$ cat config.mk
export PLATFORM = sky130hd
export DESIGN_NAME = mem_ctrl
export DESIGN_NICKNAME = d
export VERILOG_FILES = /design/src/rtl/mem_ctrl_pkg.sv /design/src/rtl/mem_ctrl_wait_counter.sv /design/src/rtl/mem_ctrl.sv
export SDC_FILE = /design/constraint.sdc
export NUM_CORES = 1
export LEC_CHECK = 0
export CORE_ASPECT_RATIO = 1.2
export CORE_MARGIN = 3
export CORE_UTILIZATION = 44
export CTS_CLUSTER_DIAMETER = 30
export DETAILED_ROUTE_END_ITERATION = 7
export GPL_ROUTABILITY_DRIVEN = 0
export PLACE_DENSITY_LB_ADDON = 0.08
export SETUP_SLACK_MARGIN = 0.3
export SLEW_MARGIN = 30
export SYNTH_ARGS = -nofsm -noshare
export SYNTH_HDL_FRONTEND = slang
export SYNTH_HIERARCHICAL = 1
export SYNTH_SLANG_ARGS = --single-unit
$ cat constraint.sdc
create_clock -name clk -period 7.25 [get_ports clk]
set_input_delay 0.725 -clock clk [delete_from_list [all_inputs] [get_ports clk]]
set_output_delay 0.725 -clock clk [all_outputs]
set_load 0.005 [all_outputs]
$ cat src/rtl/mem_ctrl_pkg.sv
// Shared definitions for the memory access controller: FSM state encodings
// and wait-counter sizing.
package mem_ctrl_pkg;

  localparam int unsigned MC_STATE_W = 2;

  localparam logic [MC_STATE_W-1:0] MC_IDLE   = 2'd0;
  localparam logic [MC_STATE_W-1:0] MC_ACCESS = 2'd1;
  localparam logic [MC_STATE_W-1:0] MC_WAIT   = 2'd2;
  localparam logic [MC_STATE_W-1:0] MC_DONE   = 2'd3;

  localparam int unsigned WAIT_CNT_W = 4;

  // The counter is loaded on the strobe cycle, so it must count
  // WAIT_CYCLES-1 more edges before it reaches zero.
  function automatic logic [WAIT_CNT_W-1:0] wait_load(input int unsigned wait_cycles);
    return WAIT_CNT_W'(wait_cycles - 1);
  endfunction

endpackage

$ cat src/rtl/mem_ctrl_wait_counter.sv
// Loadable 4-bit down-counter that measures the memory latency window.
module mem_ctrl_wait_counter
  import mem_ctrl_pkg::*;
(
  input  logic                  clk,
  input  logic                  reset,
  input  logic                  load,
  input  logic [WAIT_CNT_W-1:0] load_value,
  input  logic                  enable,
  output logic                  zero
);

  logic [WAIT_CNT_W-1:0] count_q;

  // Load takes priority; counting saturates at zero.
  always_ff @(posedge clk or posedge reset) begin
    if (reset) begin
      count_q <= '0;
    end else if (load) begin
      count_q <= load_value;
    end else if (enable && (count_q != '0)) begin
      count_q <= count_q - WAIT_CNT_W'(1);
    end
  end

  assign zero = (count_q == '0);

endmodule

$ cat src/rtl/mem_ctrl.sv
// Memory access controller: turns a CPU read/write request into a single
// memory strobe, waits out the fixed memory latency and returns a one-cycle
// ready pulse. Out-of-range addresses complete immediately with an error.
module mem_ctrl
  import mem_ctrl_pkg::*;
#(
  parameter int unsigned BITS_DATA   = 32,
  parameter int unsigned BITS_ADDR   = 16,
  parameter int unsigned WAIT_CYCLES = 2,
  parameter int unsigned MEM_WORDS   = 65536
) (
  input  logic                 clk,
  input  logic                 reset,
  input  logic                 cpu_req,
  input  logic                 cpu_we,
  input  logic [BITS_ADDR-1:0] cpu_addr,
  input  logic [BITS_DATA-1:0] cpu_wdata,
  output logic                 cpu_ready,
  output logic                 cpu_err,
  output logic [BITS_DATA-1:0] cpu_rdata,
  output logic                 busy,
  output logic                 mem_en,
  output logic                 mem_we,
  output logic [BITS_ADDR-1:0] mem_addr,
  output logic [BITS_DATA-1:0] mem_wdata,
  input  logic [BITS_DATA-1:0] mem_rdata
);

  logic [MC_STATE_W-1:0] state_q, state_d;
  logic                  we_q;
  logic                  err_q;
  logic [BITS_ADDR-1:0]  addr_q;
  logic [BITS_DATA-1:0]  wdata_q;
  logic [BITS_DATA-1:0]  rdata_q;
  logic                  cnt_zero;
  logic                  addr_ok;
  logic                  sample;

  // Unsigned compare in 32 bits so MEM_WORDS = 2^BITS_ADDR never errors.
  assign addr_ok = (32'(cpu_addr) < MEM_WORDS);
  assign sample  = (state_q == MC_IDLE) && cpu_req;

  mem_ctrl_wait_counter u_wait_counter (
    .clk        (clk),
    .reset      (reset),
    .load       (state_q == MC_ACCESS),
    .load_value (wait_load(WAIT_CYCLES)),
    .enable     (state_q == MC_WAIT),
    .zero       (cnt_zero)
  );

  // Next-state decode for the access sequence.
  always_comb begin
    state_d = state_q;
    case (state_q)
      MC_IDLE:   if (cpu_req) state_d = addr_ok ? MC_ACCESS : MC_DONE;
      MC_ACCESS: state_d = MC_WAIT;
      MC_WAIT:   if (cnt_zero) state_d = MC_DONE;
      MC_DONE:   state_d = MC_IDLE;
      default:   state_d = MC_IDLE;
    endcase
  end

  // State register plus request latches and read-data capture.
  always_ff @(posedge clk or posedge reset) begin
    if (reset) begin
      state_q <= MC_IDLE;
      we_q    <= 1'b0;
      err_q   <= 1'b0;
      addr_q  <= '0;
      wdata_q <= '0;
      rdata_q <= '0;
    end else begin
      state_q <= state_d;
      if (sample) begin
        we_q    <= cpu_we;
        addr_q  <= cpu_addr;
        wdata_q <= cpu_wdata;
        err_q   <= !addr_ok;
      end
      if ((state_q == MC_WAIT) && cnt_zero && !we_q) begin
        rdata_q <= mem_rdata;
      end
    end
  end

  // Outputs decoded from registered state only, so reset drops them at once.
  assign busy      = (state_q != MC_IDLE);
  assign mem_en    = (state_q == MC_ACCESS);
  assign mem_we    = mem_en && we_q;
  assign mem_addr  = addr_q;
  assign mem_wdata = wdata_q;
  assign cpu_ready = (state_q == MC_DONE);
  assign cpu_err   = cpu_ready && err_q;
  assign cpu_rdata = rdata_q;

endmodule

==> results of run 1 <==
[path summary, 6_finish.rpt]
path | end | slack (ns) | from
setup / recovery | mem_we | 4.57 | state_q[1]
hold reg to reg | cpu_rdata[4] | 0.50 | cpu_rdata[4]
max in group asynchronous | cpu_rdata[27] | 5.41 | reset
min in group asynchronous | u_wait_counter/count_q[0] | 0.64 | reset
hold / removal | cpu_rdata[4] | 0.50 | cpu_rdata[4]
setup reg to reg | cpu_rdata[5] | 5.06 | u_wait_counter/count_q[0]
[synthesized netlist by cell type, types with 2 or more instances]
master	count	area, µm²
dfrtp_1	87	2177
mux2_2	70	788.3
mux2_4	10	150.1
inv_1	9	33.78
ha_1	7	87.58
buf_6	5	56.30
nand2_1	4	15.01
a21oi_1	3	15.01
buf_2	3	15.01
conb_1	2	7.510
mux2_1	2	22.52
o21ai_1	2	10.01
[metal layers]
metal,routed length (µm),up-vias,GRT usage [%]
met3,701,5,6.735
met4,64,0,5.592
met5,0,-,0
met1,3079,1154,22.00
li1,-,1101,-
met2,3862,97,28.61
[metrics by stage]
step	util [%]	std cells	setup WS, ns	total power [µW]
2_1_floorplan	-	224	4.388	1308
3_3_place_gp	67.91	475	4.919	1885
3_5_place_dp	67.91	475	4.906	1914
4_1_cts	70.70	491	4.519	2279
5_1_grt	70.70	491	4.411	2404
6_report	70.70	491	4.573	2240
[flip-flops by register name, indices dropped and copies added (netlist names)]
signal,cells
mem_addr,16
cpu_rdata,32
state_q,2
we_q,1
mem_wdata,32
u_wait_counter/count_q,4
[cell type report]
cell class | instances | area (µm²) | area share, %
multi-input cells | 118 | 1250 | 22.81
inverters | 9 | 35.03 | 0.6393
well taps | 92 | 115.1 | 2.100
clock inverters | 5 | 65.06 | 1.187
flip-flops and latches | 87 | 2177 | 39.73
clock buffers | 11 | 151.4 | 2.763
repair buffers | 169 | 1687 | 30.78
[kinds of logic after synthesis]
family,Yosys count
AO/OA/AOI/OAI,9
adder cells (fa/ha/maj),7
buffers and inverters,19
flip-flops,87
multiplexers,83
other,2
AND/OR/NAND/NOR,14
[power by group through the flow]
stage	clock network (µW)	registers [µW]	logic (µW)
after floorplan	0	885	423
after global placement	0	864	1020
after detailed placement	0	875	1040
after CTS	370	867	1040
after global routing	392	897	1110
final	355	863	1020
==> summary.txt, run 1 <==
Clock network
  – CTS tree: yes
  – CTS buffer count: 9
  – Setup bufs post-CTS: 0
  – CTS Hold Buffers Added: 0
  – Clock latency on the worst-skew pair: around 0.34 ns
  – Clock sink count: between 80 and 90
  – H-Tree Depth: 3
  – Longest Clk Path Bufs: 2
  – Clock slew at reported path FFs: ~0.090 ns
  – Root Buffer Master: clkbuf_8
  – Cts repair resizes: 0

Synthesis
  – Sequential share of the synthesized area: approximately three fifths
  – Multiplexer share of the synthesized area: about 28%
  – Area of the mapped netlist: around 3500 µm²
  – Register bit total from synthesis: 87
  – Post-synthesis compound-gate area fraction: under 10%
  – Main combinational cell family by area after synthesis: multiplexers
  – Syn Area/Cell: approximately 16 µm²
  – FFs w/ async S/R, synth: 100.0%
  – Post-synth EDFFs: 0
  – Synth Area in Simple Gates: around 3.2%
  – Unique cell type count in the Yosys netlist: 29
  – Yosys Warn Count: 6
  – Synth Area in XOR/XNOR: 0%
  – Synth Instances: between 200 and 250
  – Adder-Cell Fraction of Synth Area: around 2.5%
  – Synth Flop Type: dfrtp_1

STA
  – Fin crit period: 2.677 ns
  – TNS Setup: 0 ns
  – Max Slew Vio Count: 0
  – Hold WS: approximately 0.5 ns
  – Final Hold Viols: 0
  – Final setup vio count: 0
  – Worst-Margin Slew: around 0.66 ns
  – RSZ-0062 raised after global routing: false
  – FMAX: roughly 0.37 GHz
  – Layout Skew: between 0.008 and 0.009 ns
  – Worst slew margin: around 56%
  – Tcrit/Tclk final: between 30% and 40%

Setup path
  – Critical Path RT: between 6 and 7 ns
  – CP arrival: 1.95 ns
  – Slowest cell on the critical path: clkdlybuf4s50_1
  – CP delay by family, top: buffers and inverters
  – Worst R2R Path Depth: 6
  – CP bufs+invs: 2
  – Crit start category: register
  – Crit path kind: register to primary output
  – Worst-path cell chain: inv_1, ha_1, and2_1, clkdlybuf4s50_1
  – Crit end category: primary output
  – CP max stage delay: 0.50 ns
  – Crit Path Max Fanout: 11
  – WP depth: 4

Status
  – Status: complete, no violations

Global routing
  – Largest net degree at the start of global routing: 50
  – Vias in the first global route: between 2000 and 3000
  – Initial antenna violation count: 0
  – First-pass GRT wire length: 12740 µm
  – GRT Total Usage: between 10% and 20%
  – GRT overflow: 0

Finish
  – Commonest non-fill, non-tap cell in the layout: clkdlybuf4s50_1
  – Final Instance Area: about 5500 µm²
  – Filler cells: 605
  – Commonest non-fill, non-tap cells in the layout: clkdlybuf4s50_1, dfrtp_1, mux2_2
  – Area delta synth->final: 55.26%
  – N_diodes: 0
  – Share of layout cells above drive strength 1: between 20% and 30%
  – Layout Nets: around 490

Routing
  – Post-DR vias/cell: between 4 and 5
  – Remaining DRCs: 0
  – Routed WL per cell: 15.70 µm
  – Drt first pass iters: 4
  – Final wirelength: between 7000 and 8000 µm
  – Routed Antenna Nets: 0
  – Initial DRC count: 82
  – Vias: roughly 2400

Die
  – IO Pins: between 150 and 200
  – Initial core utilization: a little under half
  – DIE HEIGHT: about 100 µm
  – Die W: roughly 90 µm
  – Core area: between 7000 and 8000 µm²
  – FP Rows: 35
  – Die ar.: slightly above 9000 µm²

Pwr
  – Pwr Density: approximately 410 nW/µm²
  – Logic pwr share: a little under half
  – Clock Power Share: about 16%
  – Reg power frac: between 30% and 40%
  – Int Pwr: ~1600 µW
  – VDD IR max: 0.2024 mV
  – Net Switching: slightly above 600 µW
  – P_leak: 0.002390 µW
  – Sw Share: a little over a quarter

Run
  – Max Cap Viol: 0

Min path
  – Worst hold stages: 1
  – Hold crit path type: register to register

Place
  – Placed instance area: approximately 5300 µm²
  – I/O Buffers: roughly 170
  – Post-DP HPWL: 5704 µm
Power figures use the tool's default switching activity.
==> inputs of run 2 (changes only) <==
- CORE_UTILIZATION: 44 -> 37
- clock period: 7.25 -> 2.1 ns (I/O delays scaled with it)
==> summary.txt, run 2 (synthesis gave the netlist of run 1 again) <==
Status
  – Status: complete, no violations

Routing
  – Final wirelength: 8299 µm (+7.7%)
  – Post-DR vias/cell: 4.560 (-5.0%)
  – Routed Antenna Nets: 0 (unchanged)
  – Remaining DRCs: 0 (unchanged)
  – Routed WL per cell: 15.48 µm (-1.4%)
  – Vias: 2444 (+3.7%)
  – Initial DRC count: 26 (-68%)
  – Drt first pass iters: 3 (-1)

STA
  – Max Slew Vio Count: 0 (unchanged)
  – Final setup vio count: 0 (unchanged)
  – Worst slew margin: 66.21% (+10 points)
  – Fin crit period: 1.833 ns
  – RSZ-0062 raised after global routing: true
  – Final Hold Viols: 0 (unchanged)
  – TNS Setup: 0 ns (unchanged)
  – Layout Skew: 0.01147 ns (+0.003436 ns)
  – FMAX: roughly 0.55 GHz
  – Worst-Margin Slew: 0.5058 ns (-0.1553 ns)
  – Tcrit/Tclk final: around 87%

Global routing
  – Initial antenna violation count: 0 (unchanged)
  – Vias in the first global route: 2570 (+1.7%)
  – GRT overflow: 0 (unchanged)
  – GRT Total Usage: 15.53% (-2.3 points)
  – First-pass GRT wire length: 12860 µm (+0.97%)
  – Largest net degree at the start of global routing: 34 (-32%)

Place
  – I/O Buffers: 167 (unchanged)
  – Post-DP HPWL: 6000 µm (+5.2%)
  – Placed cell count: 508 (+6.9%)

Finish
  – Share of layout cells above drive strength 1: 31.01% (+4.9 points)
  – Area delta synth->final: 63.10%
  – N_diodes: 0 (unchanged)
  – Commonest non-fill, non-tap cell in the layout: clkdlybuf4s50_1
  – Final Instance Count excl. Fillers: 536 (+9.2%)
  – Layout Nets: 502 (+3.5%)
  – Commonest non-fill, non-tap cells in the layout: clkdlybuf4s50_1, dfrtp_1, mux2_2

Clock network
  – CTS tree: yes
  – Clock slew at reported path FFs: 0.08 ns (about the same)
  – CTS buffer count: 9 (unchanged)
  – Clock latency on the worst-skew pair: 0.36 ns (+0.02 ns)
  – Clock sink count: 87 (unchanged)
  – Root Buffer Master: clkbuf_8
  – Longest Clk Path Bufs: 2 (unchanged)
  – H-Tree Depth: 3 (unchanged)

Setup path
  – Critical Path RT: 2.34 ns (-4.18 ns)
  – Crit Path Max Fanout: 5 (-6)
  – Crit path kind: register to register
  – CP arrival: 2.07 ns (+0.12 ns)
  – Crit start category: register
  – Crit end category: register

Pwr
  – Pwr Density: 1383 nW/µm² (+240%)
  – P_leak: 0.002528 µW (+5.8%)
  – VDD IR max: 0.7036 mV (+250%)

Die
  – Initial core utilization: 38.46% (-7.1 points)
  – Die ar.: 10750 µm² (+18%)
  – FP Rows: 38 (+8.6%)
  – DIE HEIGHT: 113.0 µm (+8.5%)
  – Core area: 9176 µm² (+18%)
  – IO Pins: 169 (unchanged)
  – Die W: 95.16 µm (+8.4%)

Min path
  – Hold crit path type: input port to async pin

Run
  – Max Cap Viol: 0 (unchanged)
run 2: changes by cell type in the layout (fill, tap and decap cells not counted), moves of 3 or more:
cell | previous run | this run
buf_12 | 0 | 4
buf_4 | 2 | 10
clkdlybuf4s50_1 | 167 | 163
dlygate4sd2_1 | 0 | 3
inv_1 | 8 | 4
inv_2 | 0 | 3
run 2: path summary, 6_finish.rpt:
path	from	endpoint	slack (ns)	depth (start not counted)
setup / recovery	u_wait_counter/count_q[1]	cpu_rdata[4]	0.27	7
hold / removal	reset	u_wait_counter/count_q[0]	0.13	2
setup reg to reg	u_wait_counter/count_q[1]	cpu_rdata[4]	0.27	7
hold reg to reg	mem_addr[2]	mem_addr[2]	0.51	1
max in group asynchronous	reset	mem_wdata[15]	1.31	3
min in group clk	mem_rdata[17]	cpu_rdata[17]	0.46	2
run 2: stage by stage:
step | power [µW] | utilization (%) | cell area (µm²) | setup WS (ns) | hold WS, ns
floorplan | 4517 | - | 3545 | 0.3030 | -0.02392
global placement | 6592 | 58.59 | 5376 | 0.1415 | 0.4748
detailed placement | 6665 | 58.59 | 5376 | 0.09189 | 0.4813
CTS | 7998 | 62.11 | 5699 | 0.2536 | 0.1092
global route | 8510 | 62.74 | 5757 | 0.1963 | 0.1245
finish | 7962 | 62.74 | 5757 | 0.2672 | 0.1285
run 2: area by class of cell:
cell class	instances	area, µm²
fill	717	3420
sequential	87	2177
timing repair buffer	186	1919
multi-input combinational	118	1272
tap	120	150.1
clock buffer	9	123.9
clock inverter	7	73.82
inverter	9	40.04
run 2: per-layer routing:
| layer | vias up | track usage [%] | wire length (µm) |
|---|---|---|---|
| li1 | 1137 | - | - |
| met1 | 1191 | 18.62 | 3440 |
| met2 | 106 | 24.80 | 3931 |
| met3 | 10 | 5.652 | 773 |
| met4 | 0 | 6.930 | 153 |
| met5 | - | 0 | 0 |
run 2: what timing repair did:
| item | 4_1_cts | 5_1_grt |
|---|---|---|
| hold buffers | 0 | 0 |
| setup buffers | 7 | 3 |
| pin swaps | 0 | 1 |
| endpoints found under the setup margin | 30 | 33 |
| gates cloned | 1 | 1 |
| resized for setup | 15 | 4 |
run 2: critical path, cell delays in order, from the launching register on:
cell	delay, ns
dfrtp_1	0.40
inv_2	0.07
ha_4	0.14
or3b_4	0.40
inv_4	0.08
nand3b_4	0.17
buf_12	0.19
mux2_4	0.29
run 2: report_power, final:
part	internal (µW)	switching, µW	total (µW)	leakage (µW)
logic	2660	1160	3820	0.00140
clock network	552	616	1170	0.0000992
registers	2540	428	2970	0.00102
